## config.mk

```make
export PLATFORM = sky130hd
export DESIGN_NAME = mlp_mac_scheduler
export DESIGN_NICKNAME = d
export VERILOG_FILES = /design/src/rtl/mlp_pkg.sv /design/src/rtl/mlp_wrap_counter.sv /design/src/rtl/mlp_mac_scheduler.sv
export SDC_FILE = /design/constraint.sdc
export NUM_CORES = 1
export LEC_CHECK = 0
export BUFFER_PORTS_ARGS = -buffer_cell sky130_fd_sc_hd__buf_4
export CORE_MARGIN = 3
export CORE_UTILIZATION = 52
export CTS_BUF_LIST = sky130_fd_sc_hd__clkbuf_16
export DETAILED_ROUTE_END_ITERATION = 10
export GPL_TIMING_DRIVEN = 1
export PLACE_DENSITY = 0.77
export SLEW_MARGIN = 5
export SYNTH_ARGS = -nofsm -noshare
export SYNTH_HDL_FRONTEND = slang
export SYNTH_SLANG_ARGS = --single-unit
```

## constraint.sdc

```tcl
create_clock -name clk -period 2.65 [get_ports clk]
set_clock_uncertainty 0.2 [all_clocks]
set_input_delay 0 -clock clk [delete_from_list [all_inputs] [get_ports clk]]
set_output_delay 0 -clock clk [all_outputs]
set_load 0.005 [all_outputs]
```

## src/rtl/mlp_pkg.sv

```systemverilog
// Shared FSM encoding and default network dimensions for the MLP MAC sequencer.
// The total-weights constant is also consumed by the weight ROM generator.
package mlp_pkg;

   typedef enum logic [2:0] {IDLE, CLR, MAC, ACT, WB, DONE} state_t;

   localparam int MLP_LAYERS  = 4;
   localparam int MLP_NEURONS = 10;
   localparam int MLP_FANIN0  = 62;
   localparam int MLP_FANIN   = 10;

   function automatic int total_weights(input int layers, input int neurons,
                                        input int fanin0, input int fanin);
      return fanin0 * neurons + (layers - 1) * fanin * neurons;
   endfunction

   localparam int MLP_TOTAL_WEIGHTS =
      total_weights(MLP_LAYERS, MLP_NEURONS, MLP_FANIN0, MLP_FANIN);

endpackage

```

## src/rtl/mlp_wrap_counter.sv

```systemverilog
// Wrapping up-counter: steps on en, returns to zero after last_val, synchronous clear.
// tc is combinational from the count so callers can act in the same cycle.
module mlp_wrap_counter #(
   parameter int W = 4
) (
   input  logic         clk,
   input  logic         rst,
   input  logic         en,
   input  logic         clr,
   input  logic [W-1:0] last_val,
   output logic [W-1:0] cnt,
   output logic         tc
);

   logic [W-1:0] cnt_d, cnt_q;

   assign tc  = (cnt_q == last_val);
   assign cnt = cnt_q;

   always_comb begin
      cnt_d = cnt_q;
      if (clr) begin
         cnt_d = '0;
      end else if (en) begin
         cnt_d = tc ? '0 : cnt_q + W'(1);
      end
   end

   always_ff @(posedge clk) begin
      if (rst) cnt_q <= '0;
      else     cnt_q <= cnt_d;
   end

endmodule

```

## src/rtl/mlp_mac_scheduler.sv

```systemverilog
// Walks layers/neurons/fan-in for a single shared MAC; CLR, fan-in MACs, ACT, WB per neuron.
// hold stalls only the MAC phase, one cycle per stalled cycle; start is sampled only in IDLE.
module mlp_mac_scheduler
   import mlp_pkg::*;
#(
   parameter int LAYERS  = MLP_LAYERS,
   parameter int NEURONS = MLP_NEURONS,
   parameter int FANIN0  = MLP_FANIN0,
   parameter int FANIN   = MLP_FANIN,
   parameter int WADDR_W = 10
) (
   input  logic               clk,
   input  logic               rst,
   input  logic               start,
   input  logic               hold,
   output logic               busy,
   output logic               done,
   output logic               mac_clr,
   output logic               mac_en,
   output logic [WADDR_W-1:0] weight_addr,
   output logic [5:0]         in_sel,
   output logic [1:0]         layer,
   output logic [3:0]         neuron,
   output logic               act_en,
   output logic               wr_en
);

   localparam logic [5:0] K_LAST0 = 6'(FANIN0 - 1);
   localparam logic [5:0] K_LAST  = 6'(FANIN - 1);
   localparam logic [3:0] N_LAST  = 4'(NEURONS - 1);
   localparam logic [1:0] L_LAST  = 2'(LAYERS - 1);

   state_t             state_d, state_q;
   logic [WADDR_W-1:0] weight_addr_d, weight_addr_q;
   logic               busy_d, busy_q, done_d, done_q;
   logic               mac_clr_d, mac_clr_q, act_en_d, act_en_q, wr_en_d, wr_en_q;

   logic       idle, mac_go, wb;
   logic       k_tc, neuron_tc, layer_tc;
   logic [5:0] k_cnt;
   logic [3:0] neuron_cnt;
   logic [1:0] layer_cnt;

   assign idle   = (state_q == IDLE);
   assign wb     = (state_q == WB);
   assign mac_go = (state_q == MAC) && !hold;

   // k wraps at the fan-in of the current layer, which ends the MAC phase
   mlp_wrap_counter #(.W(6)) u_k_cnt (
      .clk      (clk),
      .rst      (rst),
      .en       (mac_go),
      .clr      (idle),
      .last_val ((layer_cnt == 2'd0) ? K_LAST0 : K_LAST),
      .cnt      (k_cnt),
      .tc       (k_tc)
   );

   mlp_wrap_counter #(.W(4)) u_neuron_cnt (
      .clk      (clk),
      .rst      (rst),
      .en       (wb),
      .clr      (idle),
      .last_val (N_LAST),
      .cnt      (neuron_cnt),
      .tc       (neuron_tc)
   );

   mlp_wrap_counter #(.W(2)) u_layer_cnt (
      .clk      (clk),
      .rst      (rst),
      .en       (wb && neuron_tc),
      .clr      (idle),
      .last_val (L_LAST),
      .cnt      (layer_cnt),
      .tc       (layer_tc)
   );

   always_comb begin
      state_d       = state_q;
      weight_addr_d = weight_addr_q;
      case (state_q)
         IDLE: begin
            weight_addr_d = '0;
            if (start) state_d = CLR;
         end
         CLR:  state_d = MAC;
         MAC: begin
            // address keeps running across neurons and layers: packing is implicit
            if (mac_go) begin
               weight_addr_d = weight_addr_q + WADDR_W'(1);
               if (k_tc) state_d = ACT;
            end
         end
         ACT:  state_d = WB;
         WB:   state_d = (neuron_tc && layer_tc) ? DONE : CLR;
         DONE: state_d = IDLE;
         default: state_d = IDLE;
      endcase
      busy_d    = (state_d != IDLE);
      done_d    = (state_d == DONE);
      mac_clr_d = (state_d == CLR);
      act_en_d  = (state_d == ACT);
      wr_en_d   = (state_d == WB);
   end

   always_ff @(posedge clk) begin
      if (rst) begin
         state_q       <= IDLE;
         weight_addr_q <= '0;
         busy_q        <= 1'b0;
         done_q        <= 1'b0;
         mac_clr_q     <= 1'b0;
         act_en_q      <= 1'b0;
         wr_en_q       <= 1'b0;
      end else begin
         state_q       <= state_d;
         weight_addr_q <= weight_addr_d;
         busy_q        <= busy_d;
         done_q        <= done_d;
         mac_clr_q     <= mac_clr_d;
         act_en_q      <= act_en_d;
         wr_en_q       <= wr_en_d;
      end
   end

   assign busy        = busy_q;
   assign done        = done_q;
   assign mac_clr     = mac_clr_q;
   assign mac_en      = mac_go;
   assign act_en      = act_en_q;
   assign wr_en       = wr_en_q;
   assign weight_addr = weight_addr_q;
   assign in_sel      = k_cnt;
   assign layer       = layer_cnt;
   assign neuron      = neuron_cnt;

endmodule
```

==> results of run 1 <==
-- layout by cell type, fill, tap and decap left out, types with 2 or more instances in the layout --
master,n
nor2b_1,2
nand4_1,2
dfxtp_1,30
nand2_1,8
mux2i_1,2
o21ai_0,12
nor3_1,3
or3_1,9
nand3_1,7
buf_4,31
and3_1,3
dlygate4sd3_1,3
o31ai_1,5
nor2_1,7
a21oi_1,12
inv_1,11
a211oi_1,3
clkbuf_16,5
a31oi_1,2
or4_1,5
nor4_1,3
ha_1,5
xnor2_1,2
nand3b_1,2
-- state kept, by name, indices dropped and copies added (netlist names) --
signal	count
u_layer_cnt.cnt	2
u_k_cnt.cnt	6
state_q	3
done	1
u_neuron_cnt.cnt	4
busy	1
weight_addr	10
wr_en	1
act_en	1
mac_clr	1
-- worst min-delay path by stage --
stage                                  endpoint  cells past startpoint
2_1_floorplan                  wr_en$_SDFF_PP0_                      3
3_3_place_gp              state_q[2]$_SDFF_PP0_                      2
3_5_place_dp   u_neuron_cnt.cnt[0]$_SDFFE_PP0N_                      2
4_1_cts             weight_addr[7]$_SDFFE_PP0P_                      2
5_1_grt             weight_addr[7]$_SDFFE_PP0P_                      2
6_report            weight_addr[9]$_SDFFE_PP0P_                      2
-- cell type report --
cell class	count	area share
clock inverter	2	0.00415
multi-input combinational	111	0.408
clock buffer	5	0.0692
inverter	10	0.0208
sequential	30	0.332
timing repair buffer	34	0.145
tap	30	0.0208
-- per-stage QoR --
step           worst slack [ns]  instances
6_report                  0.526        222
5_1_grt                   0.408        222
4_1_cts                   0.538        222
3_5_place_dp              0.550        212
3_3_place_gp              0.603        212
2_1_floorplan             0.601        158
-- routing by layer --
metal,GRT usage,vias to the layer above
met4,0.0960,0
li1,-,659
met3,0.0690,8
met5,0,-
met2,0.315,47
met1,0.268,596
-- worst reg2reg max path, delay by kind of cell (launching register included) --
family | cells | cell delay (ns)
AND/OR/NAND/NOR | 2 | 1.11
flip-flops | 1 | 0.51
AO/OA/AOI/OAI | 1 | 0.22
-- kinds of logic after synthesis --
logic type                 count (synthesis)  synth area share
muxes                                      2            0.0141
AOI/OAI and AO/OA                         42             0.190
and+or+nand+nor                           60             0.260
adders and majority gates                  5            0.0442
buffers and inverters                     17            0.0556
xor gates and xnor gates                   2            0.0124
DFF                                       30             0.424
-- power by group through the flow --
stage                     sequential, mW  clock, mW  combinational [mW]
after floorplan                    0.472          0              0.0481
final                              0.471      0.507              0.0631
after global routing               0.472      0.541              0.0699
after global placement             0.478          0              0.0594
after detailed placement           0.479          0              0.0595
after CTS                          0.470      0.517              0.0633
==> key figures, run 1 <==
STA
  • Hold Slack: between 0.2 and 0.3 ns
  • RSZ-0062 raised after global routing: false
  • Minimum clock period: 2.12 ns
  • Max Fclk: about 470 MHz
  • Post-route setup TNS: 0 ns
  • Rel. slew slack: 0.542
  • Worst-Margin Slew: between 0.6 and 0.7 ns
  • Final Setup Violations: 0
  • Final cycle utilization of the critical path: 0.801
  • Final Max Slew Viols: 0
  • Final Hold Viols: 0

Power and ir drop
  • Worst vdd rail ir drop: ~630 uV
  • P_int: 0.819 mW
  • Power consumption: 1.04 mW
  • Share of power burned in registers: 0.452
  • Leak: 0.688 nW
  • Switch share: 0.212
  • PwrDens: between 500 and 600 nW/um^2
  • Combinational share of power: 0.061
  • Clock power frac: 0.487
  • P_sw: 0.221 mW

Drt
  • Detailed Routing Iterations Pass 1: 4
  • M1 WL: 1460 um
  • Routed WL per cell: 14.1 um
  • Vias post-DR: around 1300
  • Iter 0 DRT Violations: 38
  • Met2 routed WL: ~1400 um
  • Top sig layer: met4
  • Residual DRC count: 0
  • Post-route ant nets: 0
  • Length of routed met3 wiring: 172 um
  • Via-per-instance ratio: 5.90
  • Final wirelength: 3130 um

GRT
  • Vias in the first global route: 1170
  • Antenna violations before repair: 0
  • First-pass GRT wire length: 5320 um
  • Largest net degree at the start of global routing: 19
  • Gr ovfl total: 0
  • GRT Util Overall: 0.208

Clocking
  • Clock slew at reported path FFs: approximately 0.05 ns
  • Clock insertion delay at the later pin of the skew report: approximately 0.27 ns
  • Clock sinks: 30
  • Clock buffer count from CTS: 5
  • Post-CTS Hold Buffers: 3
  • Longest Clk Path Bufs: 2
  • Number of setup buffers added after CTS: 0
  • Htree depth: 2
  • CTS tree: yes
  • Clock Tree Root: clkbuf_16
  • Post-CTS sizing: 0

Floorplanning
  • I/O Pins: 32
  • Initial Utilization: 0.562
  • Die height: 58.2 um
  • Core Box Area: roughly 2500 um^2
  • DIE WIDTH: roughly 58 um
  • Die area: ~3400 um^2
  • Row count: 18

Final layout
  • Reg area: 601 um^2
  • Final Core Density: 0.717
  • Layout area overhead: 27.6%
  • Final instance area: 1810 um^2
  • Multi-input logic area: 737 um^2
  • Share of layout cells above drive strength 1: 0.219
  • Fill count: 201
  • Antenna cells: 0
  • Final-stage net count: ~200

Hold path
  • Worst min-delay path category: reg -> reg
  • Worst Hold Launch: weight_addr[9]$_SDFFE_PP0P_

Placed design
  • IO Port Bufs: 31
  • Final RePlAce weighted congestion: 0.907
  • Hpwl dp: around 2300 um
  • Placed cell area: 1650 um^2

Setup path
  • R2r endpoint: u_k_cnt.cnt[5]$_SDFFE_PP0N_
  • Critical path endpoint category: flop
  • Worst path slowest cell: or4b_4
  • Setup slack, reg-to-reg: 0.53 ns
  • Critical path depth: 3
  • Slowest stage delay, CP: 0.57 ns
  • Crit path required time: 2.63 ns
  • Crit path capture: u_k_cnt.cnt[5]$_SDFFE_PP0N_
  • Worst Path Max Fanout: 12
  • Crit path buf inv count: 0
  • Setup crit start kind: flop
  • CP arrival: 2.11 ns
  • Critical path's top delay family: simple AND/OR/NAND/NOR gates
  • RR Startpoint: state_q[1]$_SDFF_PP0_
  • CP Class: reg -> reg
  • Worst Reg2Reg Path Length in Cells: 3
  • Worst path cell trace: or4b_4, or4_4, a211oi_2
  • Critical path startpoint: state_q[1]$_SDFF_PP0_

Logic synthesis
  • Post-synth cell types: between 40 and 50
  • Syn avg cell area: 8.96 um^2
  • Cell taking the most area after synthesis: dfxtp_1
  • Post-synth ARST share: 0
  • Flop and latch count out of synthesis: 30
  • Seq/Total Area, Yosys: 0.424
  • Post-synthesis net count: approximately 170
  • Most common cell in the netlist: dfxtp_1
  • Dominant synthesized flop cell: dfxtp_1
  • Area share of the largest cell type after synthesis: 0.424
  • EDFF count, synth: 0
  • Area contributors post-synth: dfxtp_1 42%, ha_1 4.4%, a21oi_1 4.2%
  • Cell Area, Synth: 1420 um^2
  • Yosys warning count: 0
  • Synth top cells by count: 30 x dfxtp_1, 12 x a21oi_1, 12 x o21ai_0
  • Synth Instances: 158

Flow run
  • Max-cap violations: 0

Outcome
  • Status: complete, no violations
Power figures use the tool's default switching activity.
==> inputs of run 2 (changes only) <==
clock period = 2 ns   (was 2.65 ns; I/O delays follow)
==> run 2 against run 1 <==
Via count is 5.4% higher. Die area stayed put. Hold slack worse by 0.0057 ns. Routed wire length is 5.1% higher. Critical path depth is 2 higher. Sequential share of layout area is 1.4 points lower. First-iteration DRC count is 110% higher. Final cell count is 4.1% higher. Non-clock buffer count is 8 higher.
==> key figures, run 2 (synthesis gave the netlist of run 1 again) <==
Outcome
  • Status: complete, no violations

Final layout
  • Commonest non-fill, non-tap cell in the layout: buf_4
  • Fill count: about 180
  • Final-stage net count: 209
  • Largest register FFs: 10
  • Antenna cells: 0
  • Final Non-Filler Cells: 231
  • Share of layout cells above drive strength 1: 0.264
  • Layout area overhead: 33.1%
  • Most frequent cells in the layout: 39 x buf_4, 30 x dfxtp_1, 12 x o21ai_0, 12 x a21oi_1

Floorplanning
  • Die height: roughly 58 um
  • Row count: 18
  • I/O Pins: 32
  • DIE WIDTH: 58.2 um
  • Core Box Area: 2520 um^2
  • Die area: 3390 um^2
  • Initial Utilization: 0.562

Clocking
  • CTS tree: yes
  • Htree depth: 2
  • Clock sinks: 30
  • Clock slew at reported path FFs: 0.05 ns
  • Number of setup buffers added after CTS: 0
  • Clock Tree Root: clkbuf_16
  • Clock insertion delay at the later pin of the skew report: 0.27 ns
  • Clock buffer count from CTS: 5
  • Longest Clk Path Bufs: 2

Power and ir drop
  • P_int: ~1.1 mW
  • Switch share: 0.218
  • Leak: 0.713 nW
  • PwrDens: around 750 nW/um^2
  • Worst vdd rail ir drop: 855 uV
  • Combinational share of power: 0.077
  • Share of power burned in registers: 0.437
  • P_sw: slightly above 0.3 mW
  • Clock power frac: 0.486

STA
  • Post-route setup slack: 0.0450 ns
  • Final Max Slew Viols: 0
  • Worst-Margin Slew: 0.433 ns
  • RSZ-0062 raised after global routing: true
  • Final Hold Viols: 0
  • Rel. slew slack: 0.712
  • Max Fclk: approximately 510 MHz
  • Hold Slack: 0.290 ns
  • Final Setup Violations: 0
  • Minimum clock period: 1.95 ns
  • Final cycle utilization of the critical path: 0.977

GRT
  • Vias in the first global route: 1237
  • Antenna violations before repair: 0
  • First-pass GRT wire length: 5500 um
  • Gr ovfl total: 0
  • GRT Util Overall: 0.214
  • Largest net degree at the start of global routing: 18

Placed design
  • IO Port Bufs: 31
  • Hpwl dp: ~2300 um
  • Final RePlAce weighted congestion: ~0.8
  • Number of cells in the design after placement: 220
  • Pre-CTS WS: a little under 0.1 ns

Setup path
  • Crit path required time: 2.00 ns
  • CP Class: in -> reg
  • Worst Path Max Fanout: 10
  • CP arrival: between 1.5 and 2 ns
  • Setup crit start kind: primary input
  • Critical path endpoint category: flop
  • Worst Reg2Reg Path Length in Cells: 4

Drt
  • Detailed Routing Iterations Pass 1: 4
  • Vias post-DR: 1381
  • Via-per-instance ratio: 5.98
  • Routed WL per cell: roughly 14 um
  • Iter 0 DRT Violations: 81
  • Final wirelength: 3290 um
  • Post-route ant nets: 0
  • Residual DRC count: 0

Hold path
  • Worst min-delay path category: reg -> reg
  • Worst hold stages: 2

Flow run
  • Max-cap violations: 0
## run 2: changes by cell type in the layout (fill, tap and decap cells not counted), sizes merged
cell	before	now
buf	31	39
inv	11	9
clkinv	1	4
## run 2: metrics by stage
step	instance area [um^2]	setup TNS [ns]	util	total power, mW
final	1890	0	0.748	1.41
after global routing	1890	-0.0173	0.748	1.47
after CTS	1870	0	0.742	1.42
after floorplan	1420	0	-	0.690
after detailed placement	1710	0	0.676	0.726
after global placement	1710	0	0.676	0.723
## run 2: path summary, 6_finish.rpt
kind	startpoint	endpoint	slack, ns
worst max-delay path	hold	u_k_cnt.cnt[5]$_SDFFE_PP0N_	0.05
worst min-delay path	weight_addr[9]$_SDFFE_PP0P_	weight_addr[9]$_SDFFE_PP0P_	0.29
worst max register to register	state_q[2]$_SDFF_PP0_	weight_addr[6]$_SDFFE_PP0P_	0.11
worst min register to register	weight_addr[9]$_SDFFE_PP0P_	weight_addr[9]$_SDFFE_PP0P_	0.29
## run 2: routing by layer
metal	up-vias	GRT usage	part of all wire
met5	-	0	0
met4	0	0.109	0.019
met3	5	0.0535	0.060
met2	47	0.339	0.47
met1	653	0.269	0.45
li1	676	-	-
## run 2: final cells by class
| cell class | instances | area, um^2 | area share |
|---|---|---|---|
| multi-input combinational | 111 | 751 | 0.398 |
| sequential | 30 | 601 | 0.319 |
| timing repair buffer | 42 | 323 | 0.171 |
| clock buffer | 5 | 125 | 0.0664 |
| inverter | 10 | 37.5 | 0.0199 |
| tap | 30 | 37.5 | 0.0199 |
| clock inverter | 3 | 11.3 | 0.00597 |
## run 2: critical path, cell delays in order
cell and delay (ns):
dlygate4sd3_1 0.53, buf_4 0.14, or4b_4 0.57, or4_4 0.54
a211oi_2 0.17
## run 2: power by group through the flow
stage | Combinational (mW) | Clock [mW] | Sequential [mW]
3_5_place_dp | 0.100 | 0 | 0.626
5_1_grt | 0.120 | 0.732 | 0.614
4_1_cts | 0.106 | 0.701 | 0.614
2_1_floorplan | 0.0637 | 0 | 0.626
3_3_place_gp | 0.0979 | 0 | 0.625
6_report | 0.109 | 0.683 | 0.614
## run 2: repair_timing
action | CTS | global route
hold buffers | 3 | 0
resized for setup | 0 | 4
endpoints found under the setup margin | 0 | 4
hold endpoints to repair | 11 | 0
==> inputs of run 3 (changes only) <==
==> constraint.sdc (replaced) <==
create_clock -name clk -period 2 [get_ports clk]
set_clock_uncertainty 0.2 [all_clocks]
set_input_delay 0 -clock clk [delete_from_list [all_inputs] [get_ports clk]]
set_output_delay 0 -clock clk [all_outputs]
set_load 0.02 [all_outputs]
==> run 3 against run 2 <==
Via count grew 0.94%. Global-route usage grew 0.33 points. Final area up 1.5%. Die area is the same. Maximum frequency down 1.1%. Routed wire length rose by 6.9%. Critical endpoint is now done$_SDFF_PP0_. Sequential power about the same. Combinational power up 17%. Utilization grew 1.1 points. Critical path depth grew 1.
==> key figures, run 3 (synthesis gave the netlist of run 1 again) <==
STA
  • Rel. slew slack: 0.699
  • Hold Slack: a little under 0.3 ns
  • Final Setup Violations: 0
  • Final Hold Viols: 0
  • Final Max Slew Viols: 0
  • Post-route setup slack: between 0.02 and 0.025 ns
  • Max Fclk: about 510 MHz
  • Worst-Margin Slew: 0.445 ns
  • Minimum clock period: between 1.5 and 2 ns
  • Post-route setup TNS: 0 ns
  • Final cycle utilization of the critical path: 0.989

GRT
  • First-pass GRT wire length: 5640 um
  • Antenna violations before repair: 0
  • Vias in the first global route: 1250
  • Gr ovfl total: 0
  • Largest net degree at the start of global routing: 19
  • Met2 usage: 0.376
  • Global Route met3 Usage: 0.0468
  • Met1 usage: 0.251
  • GRT Util Overall: 0.217
  • Global routing's busiest layer: met2

Floorplanning
  • Die area: 3390 um^2
  • I/O Pins: 32
  • Core Box Area: about 2500 um^2
  • Row count: 18
  • Initial Utilization: 0.562
  • Die height: 58.2 um
  • DIE WIDTH: between 50 and 60 um

Drt
  • Final wirelength: approximately 3500 um
  • Via-per-instance ratio: 5.96
  • Residual DRC count: 0
  • Iter 0 DRT Violations: 60
  • Post-route ant nets: 0
  • Routed WL per cell: 15.0 um
  • Detailed Routing Iterations Pass 1: 4
  • Vias post-DR: 1394

Placed design
  • Pre-CTS WS: 0.0793 ns
  • Number of cells in the design after placement: 219
  • Final RePlAce weighted congestion: 0.809
  • Placed cell area: 1700 um^2
  • Hpwl dp: 2320 um
  • IO Port Bufs: 31

Final layout
  • Most frequent cells in the layout: 41 x buf_4, 30 x dfxtp_1, 12 x o21ai_0, 12 x a21oi_1, 10 x inv_1
  • Antenna cells: 0
  • Final-stage net count: 212
  • Fill count: 184
  • Commonest non-fill, non-tap cell in the layout: buf_4
  • Layout area overhead: 35.2%
  • Final instance area: approximately 1900 um^2
  • Final Core Density: 0.759
  • Share of layout cells above drive strength 1: 0.284
  • Final Non-Filler Cells: 234
  • Largest register FFs: 10

Setup path
  • RR Startpoint: state_q[2]$_SDFF_PP0_
  • Crit path required time: between 2 and 2.5 ns
  • CP Class: in -> reg
  • Setup slack, reg-to-reg: around 0.11 ns
  • Critical path endpoint category: flop
  • Worst Reg2Reg Path Length in Cells: 4
  • CP arrival: approximately 2.0 ns
  • Worst Path Max Fanout: 8
  • R2r endpoint: done$_SDFF_PP0_
  • Setup crit start kind: primary input

Power and ir drop
  • Worst vdd rail ir drop: between 900 and 1000 uV
  • P_sw: between 0.3 and 0.4 mW
  • Share of power burned in registers: 0.428
  • PwrDens: 751 nW/um^2
  • Leak: 0.730 nW
  • Combinational share of power: 0.088
  • P_int: 1.11 mW
  • Switch share: 0.229
  • Clock power frac: 0.484
  • Power consumption: 1.44 mW

Hold path
  • Worst hold stages: 2
  • Worst min-delay path category: reg -> reg
  • Worst Hold Launch: weight_addr[9]$_SDFFE_PP0P_
  • Hold Path Sink: weight_addr[9]$_SDFFE_PP0P_

Clocking
  • Clock buffer count from CTS: 5
  • Clock slew at reported path FFs: 0.05 ns
  • Htree depth: 2
  • Clock insertion delay at the later pin of the skew report: 0.27 ns
  • Clock sinks: 30
  • Clock Tree Root: clkbuf_16
  • Longest Clk Path Bufs: 2
  • CTS tree: yes

Outcome
  • Status: complete, no violations

Flow run
  • Max-cap violations: 0
run 3: how the worst max path moves through the flow:
stage                                       end  cells after the start                            start
global route                    done$_SDFF_PP0_                      6                             hold
finish                          done$_SDFF_PP0_                      6                             hold
floorplan           u_k_cnt.cnt[5]$_SDFFE_PP0N_                      5            state_q[2]$_SDFF_PP0_
CTS                 u_k_cnt.cnt[1]$_SDFFE_PP0N_                      5  u_layer_cnt.cnt[0]$_SDFFE_PP0P_
global placement    u_k_cnt.cnt[5]$_SDFFE_PP0N_                      3            state_q[2]$_SDFF_PP0_
detailed placement  u_k_cnt.cnt[1]$_SDFFE_PP0N_                      5  u_layer_cnt.cnt[0]$_SDFFE_PP0P_
run 3: area by class of cell:
type,count,area (um^2),share of cell area
inverter,10,41.3,0.0216
timing repair buffer,44,338,0.176
multi-input combinational,112,759,0.397
clock buffer,5,125,0.0654
sequential,30,601,0.314
tap,30,37.5,0.0196
clock inverter,3,12.5,0.00654
run 3: power by group through the flow:
stage               clock (mW)  sequential (mW)  combinational (mW)
CTS                      0.706            0.614               0.116
global placement             0            0.625               0.106
detailed placement           0            0.625               0.111
floorplan                    0            0.632              0.0650
finish                   0.696            0.615               0.127
global route             0.730            0.615               0.136
run 3: per-layer routing:
| metal | vias to the layer above | share of wire |
|---|---|---|
| met1 | 642 | 0.41 |
| li1 | 685 | - |
| met5 | - | 0 |
| met2 | 58 | 0.50 |
| met4 | 0 | 0.019 |
| met3 | 9 | 0.066 |
run 3: timing repair:
item	in CTS	in global routing
setup buffers	0	3
endpoints found under the hold margin	11	0
resized for setup	0	4
setup endpoints to repair	0	4
hold buffers	3	0
run 3: worst max-delay path, stage by stage:
cell	delay (ns)
dlygate4sd3_1	0.56
buf_4	0.15
or4b_4	0.56
clkinvlp_4	0.13
o2111a_2	0.35
o221a_2	0.24
